File: config.mk
export PLATFORM = sky130hd
export DESIGN_NAME = mac_rx_cell_slicer
export DESIGN_NICKNAME = d
export VERILOG_FILES = /design/src/rtl/mac_rx_cell_slicer.sv
export SDC_FILE = /design/constraint.sdc
export NUM_CORES = 2
export LEC_CHECK = 0
export ABC_AREA = 1
export CAP_MARGIN = 20
export CORE_AREA = 5 5 344 346
export DETAILED_ROUTE_END_ITERATION = 10
export DIE_AREA = 0 0 349 351
export DONT_BUFFER_PORTS = 1
export PLACE_DENSITY = 0.45
export SLEW_MARGIN = 20
export SYNTH_ARGS = -nofsm -noshare
export SYNTH_HDL_FRONTEND = slang
export SYNTH_SLANG_ARGS = --single-unit
File: constraint.sdc
create_clock -name clk_mac -period 1.5 [get_ports clk_mac]
set_clock_uncertainty 0.05 [all_clocks]
set_input_delay 0.3 -clock clk_mac [delete_from_list [all_inputs] [get_ports clk_mac]]
set_output_delay 0.3 -clock clk_mac [all_outputs]
set_load 0.02 [all_outputs]
File: src/rtl/mac_rx_cell_slicer.sv
// MAC RX gearbox: 32 B beats in, 64 B framed cells out.
// Truncates packets longer than MAX_PKT_CELLS cells.
module mac_rx_cell_slicer #(
  parameter int unsigned MAX_PKT_CELLS = 144
) (
  input  logic         clk_mac,
  input  logic         rst_mac,
  input  logic         in_valid,
  input  logic [255:0] in_data,
  input  logic         in_last,
  input  logic [5:0]   in_bytes,
  output logic         in_ready,
  output logic         cell_valid,
  output logic         cell_sof,
  output logic         cell_eof,
  output logic [6:0]   cell_eop_len,
  output logic [511:0] cell_data,
  input  logic         cell_ready,
  output logic [31:0]  pkt_cnt,
  output logic [31:0]  cell_cnt,
  output logic [31:0]  trunc_cnt
);

  typedef enum logic [1:0] {
    LO   = 2'd0,
    HI   = 2'd1,
    DROP = 2'd2
  } state_e;

  localparam logic [7:0] LAST_CIDX = 8'(MAX_PKT_CELLS - 1);

  state_e         state_q, state_d;
  logic           first_q, first_d;
  logic [7:0]     cidx_q, cidx_d;
  logic [255:0]   half_q, half_d;

  logic           valid_q, valid_d;
  logic           sof_q, sof_d;
  logic           eof_q, eof_d;
  logic [6:0]     len_q, len_d;
  logic [511:0]   data_q, data_d;

  logic [31:0]    pkt_q, pkt_d;
  logic [31:0]    cell_q, cell_d;
  logic [31:0]    trunc_q, trunc_d;

  logic           acc;
  logic [255:0]   beat_mask;
  logic [255:0]   last_beat;

  assign in_ready = (state_q == DROP) | ~valid_q | cell_ready;
  assign acc      = in_valid & in_ready;

  // Keep only the valid bytes of a final beat
  always_comb begin
    beat_mask = '0;
    for (int k = 0; k < 32; k++) begin
      beat_mask[8*k +: 8] = (6'(k) < in_bytes) ? 8'hFF : 8'h00;
    end
    last_beat = in_data & beat_mask;
  end

  // Gearbox FSM next state, cell slot load and counters
  always_comb begin
    state_d = state_q;
    first_d = first_q;
    cidx_d  = cidx_q;
    half_d  = half_q;
    valid_d = valid_q;
    sof_d   = sof_q;
    eof_d   = eof_q;
    len_d   = len_q;
    data_d  = data_q;
    pkt_d   = pkt_q;
    cell_d  = cell_q;
    trunc_d = trunc_q;

    if (valid_q && cell_ready) begin
      valid_d = 1'b0;
    end

    unique case (state_q)
      LO: begin
        if (acc && !in_last) begin
          half_d  = in_data;
          state_d = HI;
        end else if (acc) begin
          valid_d = 1'b1;
          sof_d   = first_q;
          eof_d   = 1'b1;
          len_d   = {1'b0, in_bytes};
          data_d  = {256'b0, last_beat};
          first_d = 1'b1;
          cidx_d  = '0;
          pkt_d   = pkt_q + 32'd1;
          cell_d  = cell_q + 32'd1;
        end
      end
      HI: begin
        if (acc) begin
          valid_d = 1'b1;
          sof_d   = first_q;
          first_d = 1'b0;
          cell_d  = cell_q + 32'd1;
          if (in_last) begin
            eof_d   = 1'b1;
            len_d   = 7'd32 + {1'b0, in_bytes};
            data_d  = {last_beat, half_q};
            first_d = 1'b1;
            cidx_d  = '0;
            pkt_d   = pkt_q + 32'd1;
            state_d = LO;
          end else if (cidx_q == LAST_CIDX) begin
            eof_d   = 1'b1;
            len_d   = 7'd64;
            data_d  = {in_data, half_q};
            first_d = 1'b1;
            cidx_d  = '0;
            pkt_d   = pkt_q + 32'd1;
            trunc_d = trunc_q + 32'd1;
            state_d = DROP;
          end else begin
            eof_d   = 1'b0;
            len_d   = '0;
            data_d  = {in_data, half_q};
            cidx_d  = cidx_q + 8'd1;
            state_d = LO;
          end
        end
      end
      DROP: begin
        if (acc && in_last) begin
          state_d = LO;
        end
      end
      default: begin
        state_d = LO;
      end
    endcase
  end

  // State, cell slot and counter registers
  always_ff @(posedge clk_mac) begin
    if (rst_mac) begin
      state_q <= LO;
      first_q <= 1'b1;
      cidx_q  <= '0;
      half_q  <= '0;
      valid_q <= 1'b0;
      sof_q   <= 1'b0;
      eof_q   <= 1'b0;
      len_q   <= '0;
      data_q  <= '0;
      pkt_q   <= '0;
      cell_q  <= '0;
      trunc_q <= '0;
    end else begin
      state_q <= state_d;
      first_q <= first_d;
      cidx_q  <= cidx_d;
      half_q  <= half_d;
      valid_q <= valid_d;
      sof_q   <= sof_d;
      eof_q   <= eof_d;
      len_q   <= len_d;
      data_q  <= data_d;
      pkt_q   <= pkt_d;
      cell_q  <= cell_d;
      trunc_q <= trunc_d;
    end
  end

  // Final-beat byte count must be 1..32
  always_ff @(posedge clk_mac) begin
    if (!rst_mac && acc && in_last) begin
      assert (in_bytes != 6'd0 && in_bytes <= 6'd32);
    end
  end

  assign cell_valid   = valid_q;
  assign cell_sof     = sof_q;
  assign cell_eof     = eof_q;
  assign cell_eop_len = len_q;
  assign cell_data    = data_q;
  assign pkt_cnt      = pkt_q;
  assign cell_cnt     = cell_q;
  assign trunc_cnt    = trunc_q;

endmodule
==> flow_summary.toml <==
[clock_tree]
clkSinkCount = 885
cts.clk_slew.worst_paths_ns = 0.06
insertion_delay_ns = 0.71
cts_tree = "done"
root_buffer = "clkbuf_16"
cts_max_path_buffers = 3
ctsHtreeMaxLevel = 3
cts_buffers = 100

[yosys]
syn-cell-area_um2 = 36480
seq_area_frac_synth = 0.4856
ys.flop_type = "dfxtp_1"
synth_warnings = 0
synth_edf_count = 0
synth_nets = 5208
syn_avg_cell_area_um2 = 7.390
netlist_instances = 4937
ys_async_sr_fraction = 0
synth.distinct_cells = 39
ys_seq_elements = 885

[floorplanning]
core_area_um2 = 115100
dieArea_um2 = 122500
initial_core_util = 0.3169
ios = 886
rows = 125
fp.dieW_um = 349
fp.dieH_um = 351

[cells_and_area]
layout.nets = 5865
postLayoutCoreUtil = 0.4521
drive_gt1_frac = 0.1934
syn_to_final_growth_pct = 42.66
n_fill_cell = 11545

[global_routing]
grt_overflow_total = 0
grt_first_pass_wirelength_mm = 229.4
grt_use_met2 = 0.3924
busiest_layer = "met2"
grtUsageTotal = 0.2444
grt_use_met1 = 0.3019
grt_max_degree = 324
grt_pass1_vias = 34214
grtUsageMet3 = 0.08783
antenna_found_initial = 15

[drt]
vias_per_cell = 5.112
remaining_drc_errors = 0
wl_per_cell_um = 22.85
wirelength_mm = 164.9
drtPass1Iterations = 5
drtIter0Drc = 2564
vias = 36876
final_antenna_net_count = 0

[sta]
clock.fmax_ghz = 0.5221
hold_viol = 186
relSlewSlack = 0.3779
worst_pin_slew_ns = 0.9331
setup_slack_ns = -0.4155
rsz0062_at_grt = "yes"
finalCriticalPeriod_ns = 1.915
final-setup-viol-count = 1375
drv_slew = 0
timing.hold.ws_ns = -0.3321
min_period_over_period = 1.277

[placed_design]
hpwl_mm = 110.5
gp_congestion = 0.8980
numPortBuffers = 0

[min_path]
hold_class = "in -> reg"

[worst_setup_path]
critPathKind = "in -> reg"
crit_required_ns = 2.04
worstSetupEndpointType = "flop"
path_max_fanout = 323
arrival_ns = 2.45
startpoint_type = "primary input"

[run_status]
status = "complete, but fails checks"
violations = "negative hold slack, negative setup slack"

[power]
p_per_area_nw_per_um2 = 1152
p_leak_nw = 19.75
ir_worst_vdd_v = 0.001016
power_mw = 59.94

[run]
cap_violations = 0
==> cell usage in the layout (no fill, tap or decap), drive strengths merged, types with 32 or more instances in the layout <==
cell and count:
dfxtp 885, nand2 814, a21oi 686, o21ai 612
buf 600, inv 420, nor2 402, nand3 354
dlygate4sd3 269, a31oi 195, clkbuf 180, nand4 80
clkinv 35, o21bai 34, a22oi 32
==> layout make-up <==
| type | instances | area (um^2) | share of cell area |
|---|---|---|---|
| Inverter | 417 | 1617 | 0.03106 |
| Sequential cell | 885 | 17750 | 0.3411 |
| Timing Repair Buffer | 911 | 10460 | 0.2010 |
| Clock buffer | 140 | 2917 | 0.05604 |
| Tap cell | 1524 | 1907 | 0.03664 |
| Clock inverter | 46 | 488.0 | 0.009376 |
| Multi-Input combinational cell | 3279 | 16880 | 0.3243 |
| Antenna cell | 11 | 27.53 | 0.0005289 |
==> state kept, by name, indices dropped and copies added, names as in the netlist <==
signal        cells
cell_cnt         32
cell_data       512
first_q           1
pkt_cnt          32
state_q           2
cell_eof          1
cell_valid        1
cell_sof          1
half_q          256
cidx_q            8
trunc_cnt        32
cell_eop_len      7
==> worst paths after layout <==
kind,from,to,slack [ns],depth (start not counted)
worst max register to register,state_q[0]$_SDFFE_PP0P_,cell_data[196]$_SDFFE_PP0P_,-0.40,11
worst max-delay path,rst_mac,cell_data[85]$_SDFFE_PP0P_,-0.42,6
worst min-delay path,rst_mac,cell_data[456]$_SDFFE_PP0P_,-0.33,1
worst min register to register,half_q[83]$_SDFFE_PP0P_,cell_data[83]$_SDFFE_PP0P_,0.39,2
==> report_power, final <==
group	internal (mW)	leakage [nW]	switching, mW	total [mW]
registers	24.8	7.24	1.85	26.6
clock network	14.8	1.71	10.7	25.5
logic	3.48	10.8	4.32	7.80
total	43.1	19.8	16.9	59.9
==> metrics by stage <==
step | TNS, ns | area (um^2) | std cells | setup WS (ns)
2_1_floorplan | -28.39 | 37060 | 4937 | -0.07160
3_3_place_gp | -203.17 | 42220 | 6637 | -0.3972
3_5_place_dp | -226.12 | 42220 | 6637 | -0.4142
4_1_cts | -267.60 | 49390 | 7127 | -0.4098
5_1_grt | -372.99 | 52030 | 7207 | -0.4645
6_report | -282.05 | 52050 | 7213 | -0.4155
==> what timing repair did <==
| action | in CTS | in global routing |
|---|---|---|
| hold buffers | 268 | 2 |
| endpoints found under the hold margin | 845 | 323 |
| buffers inserted | 16 | 34 |
| gates resized for setup | 78 | 395 |
| endpoints found under the setup margin | 1503 | 1503 |
| pin swaps | 4 | 100 |
| gates cloned | 20 | 44 |
==> cells by family (layout without fill, tap and decap cells) <==
group | Yosys count | in the layout | synth area share
buffers and inverters | 773 | 1514 | 0.08515
XOR/XNOR | 26 | 26 | 0.006242
adder cells (fa/ha/maj) | 4 | 4 | 0.001372
other | 0 | 11 | 0
flip-flops | 885 | 885 | 0.4856
AO/OA/AOI/OAI | 1573 | 1573 | 0.2285
AND/OR/NAND/NOR | 1676 | 1676 | 0.1931
==> cells in the mapped netlist (3+ instances only) <==
cell	count	area share
a21oi_1	684	0.094
a22oi_1	32	0.0066
a31oi_1	193	0.033
buf_1	15	0.0015
buf_2	125	0.017
buf_4	9	0.0019
clkbuf_1	205	0.021
dfxtp_1	885	0.49
ha_1	4	0.0014
inv_1	407	0.042
inv_2	10	0.0010
nand2_1	808	0.083
nand2_2	6	0.0010
nand3_1	353	0.048
nand4_1	80	0.014
nor2_1	390	0.040
nor2_2	9	0.0015
nor2_4	3	0.00093
nor3_1	18	0.0025
o21ai_0	548	0.075
o21ai_1	61	0.0084
o21ai_2	3	0.00072
o21bai_1	34	0.0070
o22ai_1	9	0.0015
xnor2_1	8	0.0019
xor2_1	18	0.0043
==> metal layers <==
metal,part of all wire,routed length (um)
met2,0.46,75430
met5,0.000067,11
met3,0.089,14710
met4,0.036,6014
met1,0.42,68690
==> critical path, cell delays in order <==
cell           delay, ns
inv_8               0.16
dlygate4sd3_1       1.07
buf_12              0.27
buf_12              0.20
o21ai_1             0.09
a31oi_1             0.15
Power figures use the tool's default switching activity.
